[src/rtl/mem_pkg.sv]
// Shared definitions for the load/store unit: mem_op encodings, FSM states,
// the latched bus command, and helpers that classify ops and build a bus
// command (word address, byte enables, replicated store data).
package mem_pkg;

    typedef enum logic [3:0] {
        MEM_NONE = 4'd0,
        MEM_LB   = 4'd1,
        MEM_LH   = 4'd2,
        MEM_LW   = 4'd3,
        MEM_LBU  = 4'd4,
        MEM_LHU  = 4'd5,
        MEM_SB   = 4'd6,
        MEM_SH   = 4'd7,
        MEM_SW   = 4'd8
    } mem_op_e;

    typedef enum logic {
        ST_IDLE = 1'b0,
        ST_BUS  = 1'b1
    } lsu_state_e;

    typedef struct packed {
        logic        we;
        logic [31:0] addr;
        logic [3:0]  be;
        logic [31:0] wdata;
    } dbus_cmd_t;

    // Codes 9..15 are unused and behave like NONE (plain register pass-through).
    function automatic logic is_mem_op(input logic [3:0] op);
        return (op != MEM_NONE) && (op <= MEM_SW);
    endfunction

    function automatic logic is_store_op(input logic [3:0] op);
        return (op == MEM_SB) || (op == MEM_SH) || (op == MEM_SW);
    endfunction

    function automatic logic is_misaligned(input logic [3:0] op, input logic [1:0] lo);
        logic r;
        r = 1'b0;
        case (op)
            MEM_LH, MEM_LHU, MEM_SH: r = lo[0];
            MEM_LW, MEM_SW:          r = (lo != 2'b00);
            default:                 r = 1'b0;
        endcase
        return r;
    endfunction

    // Byte enables only ever use the address bits that matter for the access
    // size, so a misaligned address is naturally truncated to its alignment.
    function automatic dbus_cmd_t build_cmd(input logic [3:0]  op,
                                            input logic [31:0] addr,
                                            input logic [31:0] sdata);
        dbus_cmd_t c;
        c.we   = is_store_op(op);
        c.addr = {addr[31:2], 2'b00};
        case (op)
            MEM_LB, MEM_LBU, MEM_SB: begin
                c.be    = 4'b0001 << addr[1:0];
                c.wdata = {4{sdata[7:0]}};
            end
            MEM_LH, MEM_LHU, MEM_SH: begin
                c.be    = 4'b0011 << {addr[1], 1'b0};
                c.wdata = {2{sdata[15:0]}};
            end
            default: begin
                c.be    = 4'hF;
                c.wdata = sdata;
            end
        endcase
        return c;
    endfunction

endpackage

[src/rtl/mem_load_ext.sv]
// Purpose: pick the addressed byte/half out of a bus read word and extend it.
// Latency: purely combinational.
// Backpressure: none; result is valid whenever its inputs are.
// Ports: rdata (bus word), addr_lo (byte offset), op (mem_op) -> result (32-bit).
module mem_load_ext
    import mem_pkg::*;
(
    input  logic [31:0] rdata,
    input  logic [1:0]  addr_lo,
    input  logic [3:0]  op,
    output logic [31:0] result
);

    logic [7:0]  byte_sel;
    logic [15:0] half_sel;

    always_comb begin
        case (addr_lo)
            2'd0:    byte_sel = rdata[7:0];
            2'd1:    byte_sel = rdata[15:8];
            2'd2:    byte_sel = rdata[23:16];
            default: byte_sel = rdata[31:24];
        endcase
        // addr_lo[0] is ignored for halves: misaligned halves read the aligned one.
        half_sel = addr_lo[1] ? rdata[31:16] : rdata[15:0];
    end

    always_comb begin
        case (op)
            MEM_LB:  result = {{24{byte_sel[7]}}, byte_sel};
            MEM_LBU: result = {24'd0, byte_sel};
            MEM_LH:  result = {{16{half_sel[15]}}, half_sel};
            MEM_LHU: result = {16'd0, half_sel};
            default: result = rdata;
        endcase
    end

endmodule

[src/rtl/mem_lsu.sv]
// Purpose: memory stage; passes ALU results to write-back, runs one bus access per load/store.
// Latency: non-memory ops 1 edge; loads/stores >= 2 edges (request edge, ack edge), unbounded ack wait.
// Backpressure: stall_req holds upstream while an access is starting or waiting for dbus_ack.
// Ports: mem_* (stage inputs), wb_* (registered write-back), dbus_* (data bus), stall_req, misalign_o.
// Build option MEM_MISALIGN_TRAP_EN: misaligned LH/LHU/SH/LW/SW skip the bus and pulse misalign_o;
// without it misaligned accesses are truncated to natural alignment and misalign_o is tied low.
module mem_lsu
    import mem_pkg::*;
(
    input  logic        clk,
    input  logic        rst_n,
    input  logic [4:0]  mem_wd,
    input  logic        mem_wreg,
    input  logic [31:0] mem_wdata,
    input  logic [3:0]  mem_op,
    input  logic [31:0] mem_addr,
    input  logic [31:0] mem_sdata,
    output logic [4:0]  wb_wd,
    output logic        wb_wreg,
    output logic [31:0] wb_wdata,
    output logic        stall_req,
    output logic        dbus_req,
    output logic        dbus_we,
    output logic [31:0] dbus_addr,
    output logic [3:0]  dbus_be,
    output logic [31:0] dbus_wdata,
    input  logic [31:0] dbus_rdata,
    input  logic        dbus_ack,
    output logic        misalign_o
);

    lsu_state_e  state_q, state_d;
    logic        dbus_req_q, dbus_req_d;
    dbus_cmd_t   cmd_q, cmd_d;

    // Load context captured at the request edge, consumed at the ack edge.
    logic [3:0]  ld_op_q, ld_op_d;
    logic [1:0]  ld_lo_q, ld_lo_d;
    logic [4:0]  ld_wd_q, ld_wd_d;
    logic        ld_wreg_q, ld_wreg_d;

    logic [4:0]  wb_wd_q, wb_wd_d;
    logic        wb_wreg_q, wb_wreg_d;
    logic [31:0] wb_wdata_q, wb_wdata_d;

    logic        is_mem;
    logic        trap;
    logic        start;
    logic [31:0] ld_result;

    assign is_mem = is_mem_op(mem_op);

`ifdef MEM_MISALIGN_TRAP_EN
    logic misalign_q, misalign_d;
    assign trap       = is_mem && is_misaligned(mem_op, mem_addr[1:0]);
    assign misalign_d = (state_q == ST_IDLE) && trap;
    assign misalign_o = misalign_q;
`else
    assign trap       = 1'b0;
    assign misalign_o = 1'b0;
`endif

    assign start = is_mem && !trap;

    // Gated by rst_n so the stall drops the instant reset asserts, even while
    // a memory op is still presented on the inputs.
    assign stall_req = rst_n && (((state_q == ST_IDLE) && start) ||
                                 ((state_q == ST_BUS)  && !dbus_ack));

    mem_load_ext u_load_ext (
        .rdata   (dbus_rdata),
        .addr_lo (ld_lo_q),
        .op      (ld_op_q),
        .result  (ld_result)
    );

    always_comb begin
        state_d    = state_q;
        dbus_req_d = dbus_req_q;
        cmd_d      = cmd_q;
        ld_op_d    = ld_op_q;
        ld_lo_d    = ld_lo_q;
        ld_wd_d    = ld_wd_q;
        ld_wreg_d  = ld_wreg_q;
        wb_wd_d    = wb_wd_q;
        wb_wdata_d = wb_wdata_q;
        // Every edge that is not a completed register write is a bubble.
        wb_wreg_d  = 1'b0;

        case (state_q)
            ST_IDLE: begin
                // dbus_ack is deliberately not looked at here.
                if (start) begin
                    state_d    = ST_BUS;
                    dbus_req_d = 1'b1;
                    cmd_d      = build_cmd(mem_op, mem_addr, mem_sdata);
                    ld_op_d    = mem_op;
                    ld_lo_d    = mem_addr[1:0];
                    ld_wd_d    = mem_wd;
                    ld_wreg_d  = mem_wreg;
                end else if (!is_mem) begin
                    wb_wd_d    = mem_wd;
                    wb_wreg_d  = mem_wreg;
                    wb_wdata_d = mem_wdata;
                end
            end
            ST_BUS: begin
                if (dbus_ack) begin
                    state_d    = ST_IDLE;
                    dbus_req_d = 1'b0;
                    if (!cmd_q.we) begin
                        wb_wd_d    = ld_wd_q;
                        wb_wreg_d  = ld_wreg_q;
                        wb_wdata_d = ld_result;
                    end
                end
            end
            default: begin
                state_d    = ST_IDLE;
                dbus_req_d = 1'b0;
            end
        endcase
    end

    always_ff @(posedge clk or negedge rst_n) begin
        if (!rst_n) begin
            state_q    <= ST_IDLE;
            dbus_req_q <= 1'b0;
            cmd_q      <= '0;
            ld_op_q    <= 4'd0;
            ld_lo_q    <= 2'd0;
            ld_wd_q    <= 5'd0;
            ld_wreg_q  <= 1'b0;
            wb_wd_q    <= 5'd0;
            wb_wreg_q  <= 1'b0;
            wb_wdata_q <= 32'd0;
`ifdef MEM_MISALIGN_TRAP_EN
            misalign_q <= 1'b0;
`endif
        end else begin
            state_q    <= state_d;
            dbus_req_q <= dbus_req_d;
            cmd_q      <= cmd_d;
            ld_op_q    <= ld_op_d;
            ld_lo_q    <= ld_lo_d;
            ld_wd_q    <= ld_wd_d;
            ld_wreg_q  <= ld_wreg_d;
            wb_wd_q    <= wb_wd_d;
            wb_wreg_q  <= wb_wreg_d;
            wb_wdata_q <= wb_wdata_d;
`ifdef MEM_MISALIGN_TRAP_EN
            misalign_q <= misalign_d;
`endif
        end
    end

    assign dbus_req   = dbus_req_q;
    assign dbus_we    = cmd_q.we;
    assign dbus_addr  = cmd_q.addr;
    assign dbus_be    = cmd_q.be;
    assign dbus_wdata = cmd_q.wdata;
    assign wb_wd      = wb_wd_q;
    assign wb_wreg    = wb_wreg_q;
    assign wb_wdata   = wb_wdata_q;

endmodule

[config.mk]
export PLATFORM = sky130hd
export DESIGN_NAME = mem_lsu
export DESIGN_NICKNAME = d
export VERILOG_FILES = /design/src/rtl/mem_pkg.sv /design/src/rtl/mem_load_ext.sv /design/src/rtl/mem_lsu.sv
export SDC_FILE = /design/constraint.sdc
export NUM_CORES = 1
export LEC_CHECK = 0
export CAP_MARGIN = 20
export CELL_PAD_IN_SITES_DETAIL_PLACEMENT = 0
export CELL_PAD_IN_SITES_GLOBAL_PLACEMENT = 2
export CORE_UTILIZATION = 26
export CTS_CLUSTER_SIZE = 30
export DETAILED_ROUTE_END_ITERATION = 10
export GPL_TIMING_DRIVEN = 0
export PLACE_DENSITY = 0.85
export SYNTH_ARGS = -nofsm -noshare
export SYNTH_HDL_FRONTEND = slang
export SYNTH_SLANG_ARGS = --single-unit
export TNS_END_PERCENT = 10
[constraint.sdc]
create_clock -name clk -period 2.8 [get_ports clk]
set_input_delay 0.84 -clock clk [delete_from_list [all_inputs] [get_ports clk]]
set_output_delay 0.84 -clock clk [all_outputs]
set_load 0.03 [all_outputs]
==> results of run 1 <==
-- critical path: stages --
cell and delay (ns):
buf_4 0.14, nor3_4 0.21, mux2i_2 0.26, buf_4 0.15, and3_4 0.17, buf_6 0.12
-- metal layers --
layer  track usage (%)  part of all wire (%)  vias to the layer above
met5                 0                     0                        -
met4              4.57                   1.1                        0
met3              7.43                   9.3                       14
met2              29.9                    47                      212
met1              22.8                    43                     2524
li1                  -                     -                     2499
-- synthesized netlist by cell type (2+ instances only) --
cell,number
a21o_1,2
a21oi_1,35
a21oi_2,11
a21oi_4,2
a22oi_1,8
a31oi_1,11
buf_2,15
buf_4,4
buf_6,9
clkbuf_1,11
dfrtp_1,119
inv_1,4
mux2_1,11
mux2_2,36
mux2i_1,37
mux4_2,8
nand2_1,61
nand2b_1,2
nand3_1,8
nor2_1,40
nor2b_1,3
o211ai_1,15
o21ai_0,36
o21ai_1,27
o21bai_1,2
o221ai_1,7
-- sequential cells by signal, indices dropped and copies added, names as in the netlist --
signal      flops
wb_wdata       32
dbus_req        1
ld_op_q         4
wb_wreg         1
state_q         1
dbus_addr      30
dbus_we         1
wb_wd           5
ld_wd_q         5
ld_lo_q         2
ld_wreg_q       1
dbus_be         4
dbus_wdata     32
-- cell type report --
class                      count  area share (%)
tap                          280            3.74
clock inverter                13            1.31
buffer                        41            2.79
inverter                       4           0.160
multi-input combinational    383            28.7
clock buffer                  19            4.83
timing repair buffer         250            26.7
sequential                   119            31.8
-- cell families (layout without fill, tap and decap cells) --
family	Yosys count	in the layout	share of synthesized area [%]
mux	92	92	18.2
flops	119	119	50.3
buf+inv	45	327	4.63
simple gates	123	123	9.01
other cells	1	3	0.0634
xor+xnor	2	2	0.296
compound gates	163	163	17.4
-- worst min path at each step --
stage                             from             to  slack, ns  cells past startpoint
after floorplan             ld_wd_q[3]     ld_wd_q[3]       0.46                      1
after global placement    wb_wdata[17]   wb_wdata[17]       0.47                      2
after detailed placement      wb_wd[4]       wb_wd[4]       0.47                      2
after CTS                        rst_n  dbus_addr[24]       0.29                      1
after global routing             rst_n  dbus_addr[24]       0.30                      1
final                            rst_n  dbus_addr[24]       0.30                      1
-- where the power goes --
group          switching, mW  total (mW)  leakage (nW)  internal [mW]
registers              0.378        2.76          1.39           2.38
clock network          0.882        2.16         0.272           1.28
logic                   2.68        4.68          2.13           2.00
-- placed cells by master, fill, tap and decap left out, drive strengths merged, types with 2 or more instances in the layout --
cell type      count
a21oi             48
dfrtp            119
nor2              41
nor2b              3
clkdlybuf4s50    241
clkinvlp           4
buf               38
mux2              47
clkbuf            31
o21bai             2
o221ai             7
or3b               3
nand2b             2
clkinv             5
o211ai            15
a21o               2
mux4               8
a31oi             11
a22oi              8
o311ai             2
nand2             61
nand3              8
inv                7
o21ai             64
conb               3
mux2i             37
-- what timing repair did --
item	CTS	global route
pin swaps	1	1
resized for setup	22	6
setup buffers	2	1
setup endpoints to repair	11	1
-- per-stage QoR --
step                util [%]  cell area [um^2]  cells
floorplan                  -              5920    547
global placement        39.5              8740   1073
detailed placement      39.7              8770   1074
CTS                     42.3              9350   1108
global route            42.4              9370   1109
finish                  42.4              9370   1109
==> flow_metrics.env, run 1 <==
export IMPL_clock_sinks=119
export IMPL_nFillCells=2144
export IMPL_cts_buffers=17
export IMPL_wl_per_cell_um=18.9
export IMPL_critical_path_class="input pin to primary output"
export IMPL_htree_levels=4
export IMPL_die_w_um=153
export IMPL_antenna_found_initial=0
export IMPL_routed_wl_um=20900
export IMPL_yosysWarningCount=0
export IMPL_antenna_cells=0
export IMPL_status="finished, final reports clean"
export IMPL_nNetsFinal=957
export IMPL_ys_seq_area_share_pct=50.3
export IMPL_regArea_um2=2980
export IMPL_grt_pass1_wl_um=32700
export IMPL_avgSynthCellArea_um2=10.9
export IMPL_power_density_nw_per_um2=1020
export IMPL_dp_worst_setup_slack_ns=-1.21
export IMPL_vias=5249
export IMPL_cts_tree="done"
export IMPL_holdWs_ns=0.297
export IMPL_max_cap_violations=0
export IMPL_fmax_mhz=364
export IMPL_clock_skew_ns=0.0103
export IMPL_hold_viol=0
export IMPL_die_h_um=153
export IMPL_reg2reg_from="state_q"
export IMPL_endpoint="stall_req"
export IMPL_portBuffers=246
export IMPL_route_detailed_drc=0
export IMPL_dr_first_iter_drc_count=189
export IMPL_area_growth_syn_to_layout_pct=58.4
export IMPL_fp_row_count=54
export IMPL_hpwl_um=15500
export IMPL_endpoint_kind="primary output"
export IMPL_avgViaCountPerCell=4.73
export IMPL_slew_headroom_pct=52.0
export IMPL_routabilityCongestion=0.828
export IMPL_required_ns=1.96
export IMPL_worst_path_max_fanout=6
export IMPL_maxSlewViolCount=0
export IMPL_core_um2=22100
export IMPL_cts_buffer_depth=2
export IMPL_clk_insertion_delay_late_ns=0.42
export IMPL_grt_use_total_pct=18.4
export IMPL_setup_violations=0
export IMPL_timing_rr_end="wb_wdata[21]"
export IMPL_hold_buffers=0
export IMPL_synth_top_cells_by_area="dfrtp_1 50%, mux2_2 6.9%, mux2i_1 6.3%"
export IMPL_finalCritPeriodShare_pct=98.1
export IMPL_syn_area_um2=5920
export IMPL_grt_max_degree=91
export IMPL_first_pass_iters=4
export IMPL_initial_utilization_pct=26.8
export IMPL_finalWorstSetupSlack_ns=0.0543
export IMPL_ff2ff_setup_slack_ns=0.57
export IMPL_max_vdd_ir_drop_v=0.000435
export IMPL_gr_total_overflow=0
export IMPL_synthFlopType="dfrtp_1"
export IMPL_power_static_leakage_nw=3.79
export IMPL_num_io_pins=251
export IMPL_period_minus_slack_ns=2.75
export IMPL_synth_seq_cells=119
export IMPL_drive_above_1_share_pct=16.5
export IMPL_worst_pin_slew_ns=0.717
export IMPL_crit_arrival_ns=1.91
export IMPL_die_area_um2=23400
export IMPL_async_flop_share_pct=100
export IMPL_clockRootBuffer="clkbuf_16"
export IMPL_hp_class="input pin to async pin"
export IMPL_synth_top_area_share_pct=50.3
export IMPL_power_total_mw=9.60
export IMPL_clkSlewWorstSetupHoldPaths_ns=0.06
export IMPL_grt_pass1_vias=5538
export IMPL_start_kind="input pin"
export IMPL_reg2reg_depth=8
export IMPL_postSynthCellCount=545
export IMPL_multi_input_area_um2=2690
export IMPL_synth_edff_count=0
export IMPL_synth_distinct_cells=47
export IMPL_fin_setup_tns_ns=0
export IMPL_startpoint="mem_op[0]"
export IMPL_yosysTopAreaCell="dfrtp_1"
export IMPL_ant_nets=0
(Power assumes the default switching activity.)
==> run 2: changes to the inputs <==
- CORE_ASPECT_RATIO: not set -> 0.6
==> flow_metrics.env, run 2 (same netlist as run 1, synthesis figures left out) <==
export IMPL_status="complete, but fails checks"
export IMPL_failed_checks="setup timing"
export IMPL_grt_max_degree=44
export IMPL_max_vdd_ir_drop_v=0.000456
export IMPL_clockRootBuffer="clkbuf_16"
export IMPL_fin_setup_tns_ns=-0.0271
export IMPL_die_h_um=119
export IMPL_dr_first_iter_drc_count=237
export IMPL_fmax_mhz=354
export IMPL_startpoint="mem_op[0]"
export IMPL_reg2reg_depth=9
export IMPL_vias=5257
export IMPL_maxSlewViolCount=0
export IMPL_die_area_um2=23400
export IMPL_routabilityCongestion=0.829
export IMPL_layout_cells_non_filler=1139
export IMPL_timing_rr_end="wb_wdata[21]"
export IMPL_power_static_leakage_nw=3.81
export IMPL_die_w_um=197
export IMPL_cts_tree="done"
export IMPL_hpwl_um=16300
export IMPL_clkSlewWorstSetupHoldPaths_ns=0.05
export IMPL_nFillCells=2187
export IMPL_start_kind="input pin"
export IMPL_area_growth_syn_to_layout_pct=59.4
export IMPL_route_detailed_drc=0
export IMPL_cts_buffer_depth=2
export IMPL_wl_per_cell_um=19.1
export IMPL_routed_wl_um=21700
export IMPL_reg2reg_from="state_q"
export IMPL_period_minus_slack_ns=2.83
export IMPL_multi_input_area_um2=2680
export IMPL_dpl_cell_count=1102
export IMPL_worst_path_max_fanout=6
export IMPL_nNetsFinal=958
export IMPL_drive_above_1_share_pct=16.0
export IMPL_num_io_pins=251
export IMPL_required_ns=1.96
export IMPL_avgViaCountPerCell=4.62
export IMPL_fp_row_count=42
export IMPL_power_total_mw=9.65
export IMPL_clk_insertion_delay_late_ns=0.42
export IMPL_first_pass_iters=4
export IMPL_slew_headroom_pct=50.7
export IMPL_antenna_found_initial=3
export IMPL_power_density_nw_per_um2=1020
export IMPL_gr_total_overflow=0
export IMPL_core_um2=22200
export IMPL_setup_violations=1
export IMPL_p_switching_mw=3.92
export IMPL_grt_use_total_pct=19.3
export IMPL_worst_pin_slew_ns=0.739
export IMPL_p_clk_share_pct=22.3
export IMPL_slowest_delay_ns=0.27
export IMPL_finalCritPeriodShare_pct=101
export IMPL_hp_class="input pin to async pin"
export IMPL_cp_slowest_cell="mux2i_1"
export IMPL_cts_buffers=17
export IMPL_layout_commonest_cell="clkdlybuf4s50_1"
export IMPL_hold_viol=0
export IMPL_portBuffers=246
export IMPL_htree_levels=4
export IMPL_grt_pass1_vias=5417
export IMPL_power_internal_mw=5.73
export IMPL_crit_arrival_ns=1.99
export IMPL_grt_pass1_wl_um=33500
export IMPL_regArea_um2=2980
export IMPL_finalWorstSetupSlack_ns=-0.0271
export IMPL_final_cell_mix="241 x clkdlybuf4s50_1, 119 x dfrtp_1, 61 x nand2_1"
export IMPL_netSwitchingFraction_pct=40.6
export IMPL_critical_path_class="input pin to primary output"
export IMPL_ff2ff_setup_slack_ns=0.43
export IMPL_holdWs_ns=0.329
export IMPL_initial_utilization_pct=26.7
export IMPL_ant_nets=0
export IMPL_clock_sinks=119
export IMPL_max_cap_violations=0
export IMPL_endpoint_kind="primary output"
export IMPL_rsz0062_at_grt="true"
export IMPL_clock_skew_ns=0.0107
export IMPL_seq_power_share_pct=28.6
export IMPL_combPwrFrac_pct=49.1
export IMPL_path_cells="clkdlybuf4s15_2 > nor3_4 > mux2i_1 > buf_4 > and3_1 > buf_6"
run 2: critical path: cells and delay by family:
| family | cells | cell delay, ns |
|---|---|---|
| buffers and inverters | 3 | 0.54 |
| and+or+nand+nor | 2 | 0.34 |
| muxes | 1 | 0.27 |
run 2: worst max path at each step:
stage / end / slack (ns) / cells past startpoint
3_5_place_dp: stall_req / -1.23 / 6
5_1_grt: stall_req / -0.09 / 6
3_3_place_gp: stall_req / -4.97 / 3
4_1_cts: stall_req / 0.007 / 6
6_report: stall_req / -0.03 / 6
2_1_floorplan: stall_req / 0.02 / 4
run 2: cell type report:
class	count	area share, %
inverters	4	0.159
diodes	1	0.0265
plain buffers	41	2.77
clock inverters	9	1.06
repair buffers	251	26.9
clock buffers	23	4.96
multi-input cells	383	28.4
well taps	308	4.09
flip-flops and latches	119	31.6
run 2: power by group through the flow:
| stage | registers (mW) | clock network (mW) | logic, mW |
|---|---|---|---|
| 6_report | 2.76 | 2.16 | 4.74 |
| 5_1_grt | 2.86 | 2.30 | 5.05 |
| 2_1_floorplan | 3.96 | 0 | 1.51 |
| 4_1_cts | 2.76 | 2.21 | 4.77 |
| 3_3_place_gp | 2.76 | 0 | 4.73 |
| 3_5_place_dp | 2.78 | 0 | 4.74 |
run 2: repair_timing:
item | 4_1_cts | 5_1_grt
gates cloned | 1 | 0
setup buffers | 3 | 0
hold buffers | 0 | 0
endpoints found under the setup margin | 11 | 16
gates resized for setup | 21 | 1
pin swaps | 1 | 0
run 2: metrics by stage:
stage | area, um^2 | setup WS (ns) | util [%]
after floorplan | 5920 | 0.0215 | -
after detailed placement | 8800 | -1.23 | 39.7
final | 9430 | -0.0271 | 42.5
after global placement | 8770 | -4.97 | 39.6
after global routing | 9430 | -0.0872 | 42.5
after CTS | 9430 | 0.00665 | 42.5
run 2: per-layer routing:
metal	GRT usage, %	share of wire [%]	vias to the layer above
li1	-	-	2524
met2	25.0	39	150
met3	5.18	5.4	16
met4	5.23	1.1	2
met5	0	0.060	-
met1	30.4	55	2565
==> run 3: changes to the inputs <==
- GPL_ROUTABILITY_DRIVEN: not set -> 0
- GPL_TIMING_DRIVEN: 0 -> not set
==> flow_metrics.env, run 3 (same netlist as run 1, synthesis figures left out) <==
export IMPL_final_cell_mix="241 x clkdlybuf4s50_1, 118 x dfrtp_1, 61 x nand2_1"
export IMPL_cts_buffers=17
export IMPL_cts_tree="done"
export IMPL_fin_setup_tns_ns=0
export IMPL_die_area_um2=23400
export IMPL_clock_sinks=119
export IMPL_worst_pin_slew_ns=0.851
export IMPL_grt_use_met1_pct=29.0
export IMPL_clockRootBuffer="clkbuf_16"
export IMPL_worst_path_max_fanout=2
export IMPL_grt_use_total_pct=18.4
export IMPL_critPathTopFamily="simple AND/OR/NAND/NOR gates"
export IMPL_hold_viol=0
export IMPL_finalWorstSetupSlack_ns=0.0607
export IMPL_use_met3_pct=5.64
export IMPL_fin_util_pct=43.5
export IMPL_cts_buffer_depth=2
export IMPL_first_pass_iters=4
export IMPL_critical_path_class="input pin to primary output"
export IMPL_die_h_um=119
export IMPL_nNetsFinal=968
export IMPL_avgViaCountPerCell=4.54
export IMPL_route_detailed_drc=0
export IMPL_grt_pass1_vias=5256
export IMPL_dr_first_iter_drc_count=234
export IMPL_path_cells="dlygate4sd2_1 > nor3_4 > mux2i_2 > and3_4 > buf_12"
export IMPL_clock_skew_ns=0.00623
export IMPL_max_vdd_ir_drop_v=0.000416
export IMPL_setup_violations=0
export IMPL_required_ns=1.96
export IMPL_grt_pass1_wl_um=32100
export IMPL_portBuffers=247
export IMPL_maxSlewViolCount=0
export IMPL_crit_arrival_ns=1.90
export IMPL_slowest_delay_ns=0.27
export IMPL_htree_levels=4
export IMPL_top_usage_layer="met1"
export IMPL_layout_commonest_cell="clkdlybuf4s50_1"
export IMPL_fmax_mhz=365
export IMPL_core_um2=22200
export IMPL_use_met2_pct=23.5
export IMPL_start_kind="input pin"
export IMPL_period_minus_slack_ns=2.74
export IMPL_antenna_found_initial=2
export IMPL_dp_worst_setup_slack_ns=-0.288
export IMPL_cp_slowest_cell="dlygate4sd2_1"
export IMPL_dpl_cell_count=1114
export IMPL_clkSlewWorstSetupHoldPaths_ns=0.05
export IMPL_wl_per_cell_um=18.1
export IMPL_drive_above_1_share_pct=19.2
export IMPL_holdWs_ns=0.483
export IMPL_power_static_leakage_nw=3.93
export IMPL_initial_utilization_pct=26.7
export IMPL_gr_total_overflow=0
export IMPL_vias=5215
export IMPL_clk_insertion_delay_late_ns=0.42
export IMPL_grt_max_degree=66
export IMPL_endpoint_kind="primary output"
export IMPL_routed_wl_um=20800
export IMPL_crit_buf_inv=2
export IMPL_layout_cells_non_filler=1149
export IMPL_hold_buffers=0
export IMPL_power_density_nw_per_um2=1020
export IMPL_hp_class="register to register"
export IMPL_rsz0062_at_grt="false"
export IMPL_ant_nets=0
export IMPL_hpwl_um=16000
export IMPL_slew_headroom_pct=43.3
export IMPL_finalCritPeriodShare_pct=97.8
export IMPL_fp_row_count=42
export IMPL_max_cap_violations=0
export IMPL_area_growth_syn_to_layout_pct=63.0
export IMPL_die_w_um=197
export IMPL_num_io_pins=251
export IMPL_status="finished, final reports clean"
-- run 3: path summary, 6_finish.rpt --
kind,startpoint,to,slack [ns],cells after the start
max in group asynchronous,rst_n,state_q,1.52,2
min in group asynchronous,rst_n,dbus_wdata[30],0.61,2
min reg2reg,wb_wdata[0],wb_wdata[0],0.48,2
min,wb_wdata[0],wb_wdata[0],0.48,2
max,mem_op[2],stall_req,0.06,5
max reg2reg,ld_op_q[0],wb_wdata[8],0.63,6
-- run 3: metrics by stage --
stage	power, mW	cell area [um^2]
floorplan	5.48	5920
global placement	7.55	9020
detailed placement	7.60	9020
CTS	9.90	9630
global route	10.3	9640
finish	9.79	9640
-- run 3: power by group --
group          leakage (nW)  switching, mW  internal, mW
Clock                 0.287          0.841          1.40
Combinational          2.25           2.69          2.07
Sequential             1.39          0.396          2.38
-- run 3: layout make-up --
type                       count  area, um^2
tap                          308         385
inverter                       4        15.0
clock inverter                11         123
timing repair buffer         302        2960
fill                        2177       12500
clock buffer                  21         480
sequential                   119        2980
antenna                        1        2.50
multi-input combinational    383        2700
-- run 3: what timing repair did --
item                                    CTS  global route
setup buffers                             1             1
pin swaps                                 2             2
endpoints found under the setup margin    1             1
resized for setup                         6             5
cloned                                    0             0
-- run 3: per-layer routing --
layer / vias to the layer above / wire length, um
li1: 2535 / -
met1: 2532 / 11200
met2: 133 / 8180
met3: 13 / 1250
met4: 2 / 196
met5: - / 8
-- run 3: worst min-delay path, stage by stage (launching register included) --
cell	delay, ns
dfrtp_1	0.34
nand2_1	0.05
o21ai_1	0.06
